==> src/rtl/ysyx_23060332_wbu_pkg.sv <==
// Shared register-file widths and the commit-record type for the write-back unit.
// Uncomment YSYX_23060332_WBU_FWD_EN below to forward the commit register to IDU operands.
`ifndef YSYX_23060332_DEFINE_SV
`define YSYX_23060332_DEFINE_SV
`define RegAddrBus 4:0
`define RegDataBus 31:0
// `define YSYX_23060332_WBU_FWD_EN
`endif

package ysyx_23060332_wbu_pkg;

  localparam int REG_NUM = 32;

  typedef struct packed {
    logic               valid;
    logic               wen;
    logic [`RegAddrBus] rd;
    logic [`RegDataBus] data;
    logic [`RegDataBus] pc;
  } commit_t;

  typedef enum logic [1:0] {
    SRC_NONE = 2'd0,
    SRC_EXU  = 2'd1,
    SRC_LSU  = 2'd2
  } src_e;

  // x0 is hard-wired, so a record targeting it never reaches the register file
  function automatic logic writes_reg(commit_t c);
    return c.valid && c.wen && (c.rd != '0);
  endfunction

endpackage

==> src/rtl/ysyx_23060332_scoreboard.sv <==
// Busy vector of architectural registers with pending writes; set on issue, cleared on write-back.
module ysyx_23060332_scoreboard
  import ysyx_23060332_wbu_pkg::*;
(
  input  logic               clk,
  input  logic               rst,
  input  logic               set_en,
  input  logic [`RegAddrBus] set_rd,
  input  logic               clr_en,
  input  logic [`RegAddrBus] clr_rd,
  input  logic [`RegAddrBus] raddr1,
  input  logic [`RegAddrBus] raddr2,
  input  logic [`RegAddrBus] id_rd,
  output logic               busy1,
  output logic               busy2,
  output logic               busy_id
);

  logic [REG_NUM-1:0] busy;
  logic [REG_NUM-1:0] busy_next;

  // set applied after clear so a same-cycle issue keeps the register pending
  always_comb begin
    busy_next = busy;
    if (clr_en) busy_next[clr_rd] = 1'b0;
    if (set_en) busy_next[set_rd] = 1'b1;
    busy_next[0] = 1'b0;
  end

  always_ff @(posedge clk) begin
    if (rst) busy <= '0;
    else     busy <= busy_next;
  end

  assign busy1   = busy[raddr1];
  assign busy2   = busy[raddr2];
  assign busy_id = busy[id_rd];

endmodule

==> src/rtl/ysyx_23060332_wbu.sv <==
// Write-back unit: LSU-over-EXU arbitration, one-entry commit register, RAW/WAW hazard detection.
// Optional forwarding from the commit register is enabled by YSYX_23060332_WBU_FWD_EN.
module ysyx_23060332_wbu
  import ysyx_23060332_wbu_pkg::*;
(
  input  logic               clk,
  input  logic               rst,
  input  logic               exu_valid,
  input  logic               exu_wen,
  input  logic [`RegAddrBus] exu_rd,
  input  logic [`RegDataBus] exu_wdata,
  input  logic [`RegDataBus] exu_pc,
  output logic               exu_ready,
  input  logic               lsu_valid,
  input  logic               lsu_wen,
  input  logic [`RegAddrBus] lsu_rd,
  input  logic [`RegDataBus] lsu_wdata,
  input  logic [`RegDataBus] lsu_pc,
  output logic               lsu_ready,
  input  logic               id_issue,
  input  logic [`RegAddrBus] id_rd,
  input  logic               id_rd_wen,
  input  logic [`RegAddrBus] raddr1,
  input  logic [`RegAddrBus] raddr2,
  output logic               hazard,
  output logic               fwd1_hit,
  output logic               fwd2_hit,
  output logic [`RegDataBus] fwd1_data,
  output logic [`RegDataBus] fwd2_data,
  output logic [`RegAddrBus] waddr,
  output logic [`RegDataBus] wdata,
  output logic               reg_wen,
  output logic               commit_valid,
  output logic [`RegDataBus] commit_pc
);

  src_e    src;
  commit_t commit_p0;
  commit_t commit_p1;
  logic    wr_p1;
  logic    busy1;
  logic    busy2;
  logic    busy_id;
  logic    set_en;

  assign lsu_ready = 1'b1;
  assign exu_ready = !lsu_valid;

  always_comb begin
    src = SRC_NONE;
    if (lsu_valid)      src = SRC_LSU;
    else if (exu_valid) src = SRC_EXU;
  end

  always_comb begin
    commit_p0 = '0;
    case (src)
      SRC_LSU: commit_p0 = '{valid: 1'b1, wen: lsu_wen, rd: lsu_rd, data: lsu_wdata, pc: lsu_pc};
      SRC_EXU: commit_p0 = '{valid: 1'b1, wen: exu_wen, rd: exu_rd, data: exu_wdata, pc: exu_pc};
      default: commit_p0 = '0;
    endcase
  end

  // ---- p0 -> p1: accepted result enters the commit register, drained every cycle ----
  always_ff @(posedge clk) begin
    if (rst) commit_p1 <= '0;
    else     commit_p1 <= commit_p0;
  end

  // an entry still held while reset is asserted is discarded rather than written
  assign wr_p1        = writes_reg(commit_p1) && !rst;
  assign reg_wen      = wr_p1;
  assign waddr        = commit_p1.rd;
  assign wdata        = commit_p1.data;
  assign commit_valid = commit_p1.valid && !rst;
  assign commit_pc    = commit_p1.pc;

`ifdef YSYX_23060332_WBU_FWD_EN
  assign fwd1_hit  = writes_reg(commit_p1) && (commit_p1.rd == raddr1);
  assign fwd2_hit  = writes_reg(commit_p1) && (commit_p1.rd == raddr2);
  assign fwd1_data = commit_p1.data;
  assign fwd2_data = commit_p1.data;
`else
  assign fwd1_hit  = 1'b0;
  assign fwd2_hit  = 1'b0;
  assign fwd1_data = '0;
  assign fwd2_data = '0;
`endif

  assign hazard = (busy1 && !fwd1_hit) || (busy2 && !fwd2_hit) ||
                  (id_issue && id_rd_wen && busy_id);
  assign set_en = id_issue && id_rd_wen && (id_rd != '0) && !hazard;

  ysyx_23060332_scoreboard u_sb (
    .clk     (clk),
    .rst     (rst),
    .set_en  (set_en),
    .set_rd  (id_rd),
    .clr_en  (wr_p1),
    .clr_rd  (commit_p1.rd),
    .raddr1  (raddr1),
    .raddr2  (raddr2),
    .id_rd   (id_rd),
    .busy1   (busy1),
    .busy2   (busy2),
    .busy_id (busy_id)
  );

endmodule
==> config.mk <==
export PLATFORM = sky130hd
export DESIGN_NAME = ysyx_23060332_wbu
export DESIGN_NICKNAME = d
export VERILOG_FILES = /design/src/rtl/ysyx_23060332_wbu_pkg.sv /design/src/rtl/ysyx_23060332_scoreboard.sv /design/src/rtl/ysyx_23060332_wbu.sv
export SDC_FILE = /design/constraint.sdc
export NUM_CORES = 1
export LEC_CHECK = 0
export ABC_AREA = 1
export BUFFER_PORTS_ARGS = -buffer_cell sky130_fd_sc_hd__buf_4
export CORE_ASPECT_RATIO = 0.8
export CORE_MARGIN = 8
export CORE_UTILIZATION = 35
export CTS_BUF_LIST = sky130_fd_sc_hd__clkbuf_8 sky130_fd_sc_hd__clkbuf_16
export DETAILED_ROUTE_END_ITERATION = 8
export GPL_TIMING_DRIVEN = 0
export MAX_ROUTING_LAYER = met4
export SETUP_SLACK_MARGIN = 0.5
export SYNTH_ARGS = -nofsm -noshare
export SYNTH_HDL_FRONTEND = slang
export SYNTH_SLANG_ARGS = --single-unit
==> constraint.sdc <==
create_clock -name clk -period 3.4 [get_ports clk]
set_input_delay 1.02 -clock clk [delete_from_list [all_inputs] [get_ports clk]]
set_output_delay 1.02 -clock clk [all_outputs]
set_load 0.05 [all_outputs]
==> results.md <==
| Stage | Quantity | Reported |
|:---|:---|:---|
| timing | RSZ-0062 raised after global routing | true |
| placement | Placement Setup Slack | -0.287 ns |
| timing | Least-Margin Pin Slew | 0.706 ns |
| route | Drt pass-1 iters | 5 |
| synth | Number of instances in the synthesized netlist | 933 |
| min path | Startpoint of the most critical hold path | u_sb.busy[2] |
| pwr | Static leakage | 4.33 nW |
| status | Status | finished, violations left |
| synth | Sequential element share of the synthesized area | 32.5% |
| cts | CTS tree | yes |
| placement | Quantity of I/O buffers inserted on ports | 226 |
| floorplan | Cell row count | 44 |
| synth | Synth warnings | 0 |
| global route | First-pass GRT wire length | 38,000 um |
| critical path | Launching point of the worst reg2reg path | u_sb.busy[10] |
| critical path | Critical Path AT | 2.48 ns |
| synth | Number of register bits inferred by synthesis | 102 |
| critical path | Cells on worst reg2reg path | 14 |
| critical path | Critical-path maximum fanout | 10 |
| route | Number of remaining DRC errors | 0 |
| global route | Total congestion overflow after global routing | 0 |
| critical path | Setup slack of the most critical reg-to-reg path | 1.42 ns |
| critical path | Kind of critical path | input port to output port |
| global route | Number of global-route vias before repair | 6,652 |
| placement | RePlAce Congestion | 0.908 |
| pwr | Total design power | 3.33 mW |
| cts | Cell chosen for the clock root | sky130_fd_sc_hd__clkbuf_16 |
| timing | Final critical-path share of the clock period | 103% |
| min path | Hold Path Sink | u_sb.busy[2] |
| synth | Share of synthesized area spent on multiplexers | 0% |
| synth | Average instance area after synthesis | 6.74 um^2 |
| floorplan | Die extent in x | 166 um |
| timing | Setup violation total in the final timing report | 1 |
| timing | Worst hold slack after final layout | 0.511 ns |
| min path | Classification of the worst-slack hold path | register to register |
| floorplan | IO Pins | 301 |
| cts | Clock sinks | 102 |
| finish | Net total in the final layout | 1,405 |
| route | Antenna viol nets, final | 0 |
| cts | Number of buffers on the longest clock path | 2 |
| global route | Initial antenna violation count | 2 |
| timing | Max-slew violation total from the final report | 0 |
| finish | Synth-to-Final Area Change | 42.6% |
| synth | Share of the synthesized area in compound gates (AO/OA/AOI/OAI) | 11.6% |
| route | Via count normalized by instance count | 4.62 |
| synth | Main combinational cell family by area after synthesis | simple AND/OR/NAND/NOR gates |
| timing | Crit path time final | 3.50 ns |
| floorplan | Area of the die | 22,600 um^2 |
| route | DR iter-0 viols | 484 |
| cts | Inserted Clock Buffers | 9 |
| cts | Post-CTS Hold Buffers | 0 |
| global route | Aggregate global-route resource usage | 22.5% |
| timing | Relative slew slack | 52.9% |
| timing | Clock tree skew after final layout | 0.00579 ns |
| critical path | Critical path data required time | 2.38 ns |
| pwr | Worst supply voltage drop on vdd | 0.258 mV |
| route | Total detailed-routing wirelength | 25,100 um |
| finish | Most frequent standard cell in the layout excluding fill and tap cells | sky130_fd_sc_hd__buf_4 |
| flow run | Max-cap violations | 0 |
| finish | Most used cells in the layout excluding fill and tap cells | 366 x sky130_fd_sc_hd__buf_4, 206 x sky130_fd_sc_hd__nand2_1, 141 x sky130_fd_sc_hd__nand3_1 |
| critical path | Crit path launch type | input port |
| synth | Synthesized-area fraction occupied by adder cells | 0% |
| route | Number of vias in the routed layout | 6,846 |
| synth | Post-synthesis instance area | 6290 um^2 |
| critical path | Capturing element type of the critical path | output port |
| floorplan | Starting utilization of the core area | 35.2% |
| timing | Maximum frequency from static timing analysis | 0.286 GHz |
| timing | Hold violation total from the final report | 0 |
| status | Failing checks | setup timing |
| cts | Number of H-tree branching levels | 3 |
| placement | Dpl hpwl | 20,300 um |
| critical path | Critical R2R Capture | u_sb.busy[14] |
| pwr | Power density of the placed cells | 371 nW/um^2 |
| cts | Clock latency of the later-clocked register in the worst-skew pair | 0.36 ns |
| synth | Area share of xor/xnor cells in the synthesized design | 0% |
| cts | Clock transition at the register clock pins on the worst setup and hold paths after CTS | 0.07 ns |
| min path | Hold-critical path depth | 2 |
| route | Average wire length per cell after detail routing | 16.9 um |
| finish | Share of post-route cells with drive strength above 1 | 35.5% |
| floorplan | Core Region | 17,900 um^2 |
| synth | Area share of and/or/nand/nor cells after synthesis | 31.1% |
| synth | Count of unique library cells instantiated by Yosys | 26 |
| global route | Pin count of the biggest net entering global routing | 20 |
| floorplan | Overall die height | 136 um |
| timing | Final setup slack of the worst path | -0.0960 ns |
## worst max-delay path, cell delays in order
cell and delay, ns:
sky130_fd_sc_hd__buf_4 0.12, sky130_fd_sc_hd__buf_2 0.18, sky130_fd_sc_hd__nor2_1 0.19, sky130_fd_sc_hd__nand2_1 0.08, sky130_fd_sc_hd__nand3_1 0.09, sky130_fd_sc_hd__nand2_1 0.05
sky130_fd_sc_hd__nand2_1 0.06, sky130_fd_sc_hd__nor2_1 0.04, sky130_fd_sc_hd__a21oi_1 0.22, sky130_fd_sc_hd__nor2_4 0.09, sky130_fd_sc_hd__buf_8 0.13, sky130_fd_sc_hd__clkinvlp_4 0.06
sky130_fd_sc_hd__buf_8 0.14
## power breakdown
| part | total, mW | switching [mW] | internal [mW] |
|---|---|---|---|
| sequential | 1.26 | 0.0186 | 1.24 |
| combinational | 1.03 | 0.640 | 0.387 |
| clock | 1.04 | 0.522 | 0.516 |
## synth_stat cells, drive strengths merged
| cell type | count | share of area, % |
|---|---|---|
| clkinv | 1 | 0.060 |
| nor2 | 43 | 2.7 |
| nand3 | 160 | 14 |
| o21ai | 38 | 3.0 |
| nor3b | 1 | 0.20 |
| o31ai | 2 | 0.24 |
| o21bai | 1 | 0.12 |
| a21oi | 102 | 8.1 |
| o211ai | 1 | 0.12 |
| conb | 2 | 0.12 |
| buf | 160 | 19 |
| nand2 | 210 | 13 |
| nor3 | 16 | 1.3 |
| inv | 64 | 3.9 |
| dfxtp | 102 | 32 |
| or2 | 1 | 0.099 |
| clkbuf | 29 | 1.7 |
## flip-flops by register name, summed over array words and instances (netlist names)
| signal | count |
|---|---|
| commit_pc | 32 |
| wdata | 32 |
| commit_p1 | 2 |
| u_sb.busy | 31 |
| waddr | 5 |
## stage by stage
step                util, %  std cells  cell area (um^2)  TNS (ns)
floorplan                 -        998              6540         0
global placement       47.7       1454              8530    -0.301
detailed placement     47.7       1454              8530    -0.287
CTS                    50.0       1478              8940    -0.107
global route           50.1       1481              8970    -0.187
finish                 50.1       1481              8970   -0.0960
## layer usage
metal	vias to the layer above	share of wire (%)	global-route usage, %
met5	-	0	-
met4	0	2.6	6.95
met3	37	10	9.11
met2	262	47	36.3
met1	3093	40	25.4
li1	3454	-	-
## layout make-up
type / instances / area (um^2)
Buffer: 189 / 1330
Tap cell: 230 / 288
Inverter: 65 / 254
Antenna cell: 2 / 5.00
Clock inverter: 7 / 62.6
Multi-Input combinational cell: 642 / 2960
Timing Repair Buffer: 235 / 1810
Clock buffer: 9 / 225
Fill cell: 1863 / 8920
Sequential cell: 102 / 2040
## how the worst max path moves through the flow
stage,from,to,slack (ns),cells past startpoint
floorplan,raddr2[0],hazard,0.07,13
global placement,raddr1[0],hazard,-0.30,14
detailed placement,raddr1[0],hazard,-0.29,13
CTS,raddr1[0],hazard,-0.11,13
global route,raddr1[0],hazard,-0.19,13
finish,id_rd[1],hazard,-0.1,13
## repair_timing
action,4_1_cts,5_1_grt
cloned,1,0
buffers inserted,7,1
pin swaps,9,6
endpoints found under the setup margin,4,3
resized for setup,16,7
## logic make-up (layout without fill, tap and decap cells)
family / after synthesis / in the layout
AND/OR/NAND/NOR: 431 / 431
buffers and inverters: 254 / 505
AO/OA/AOI/OAI: 144 / 144
flip-flops: 102 / 102
other: 2 / 69
(Power assumes the default switching activity.)
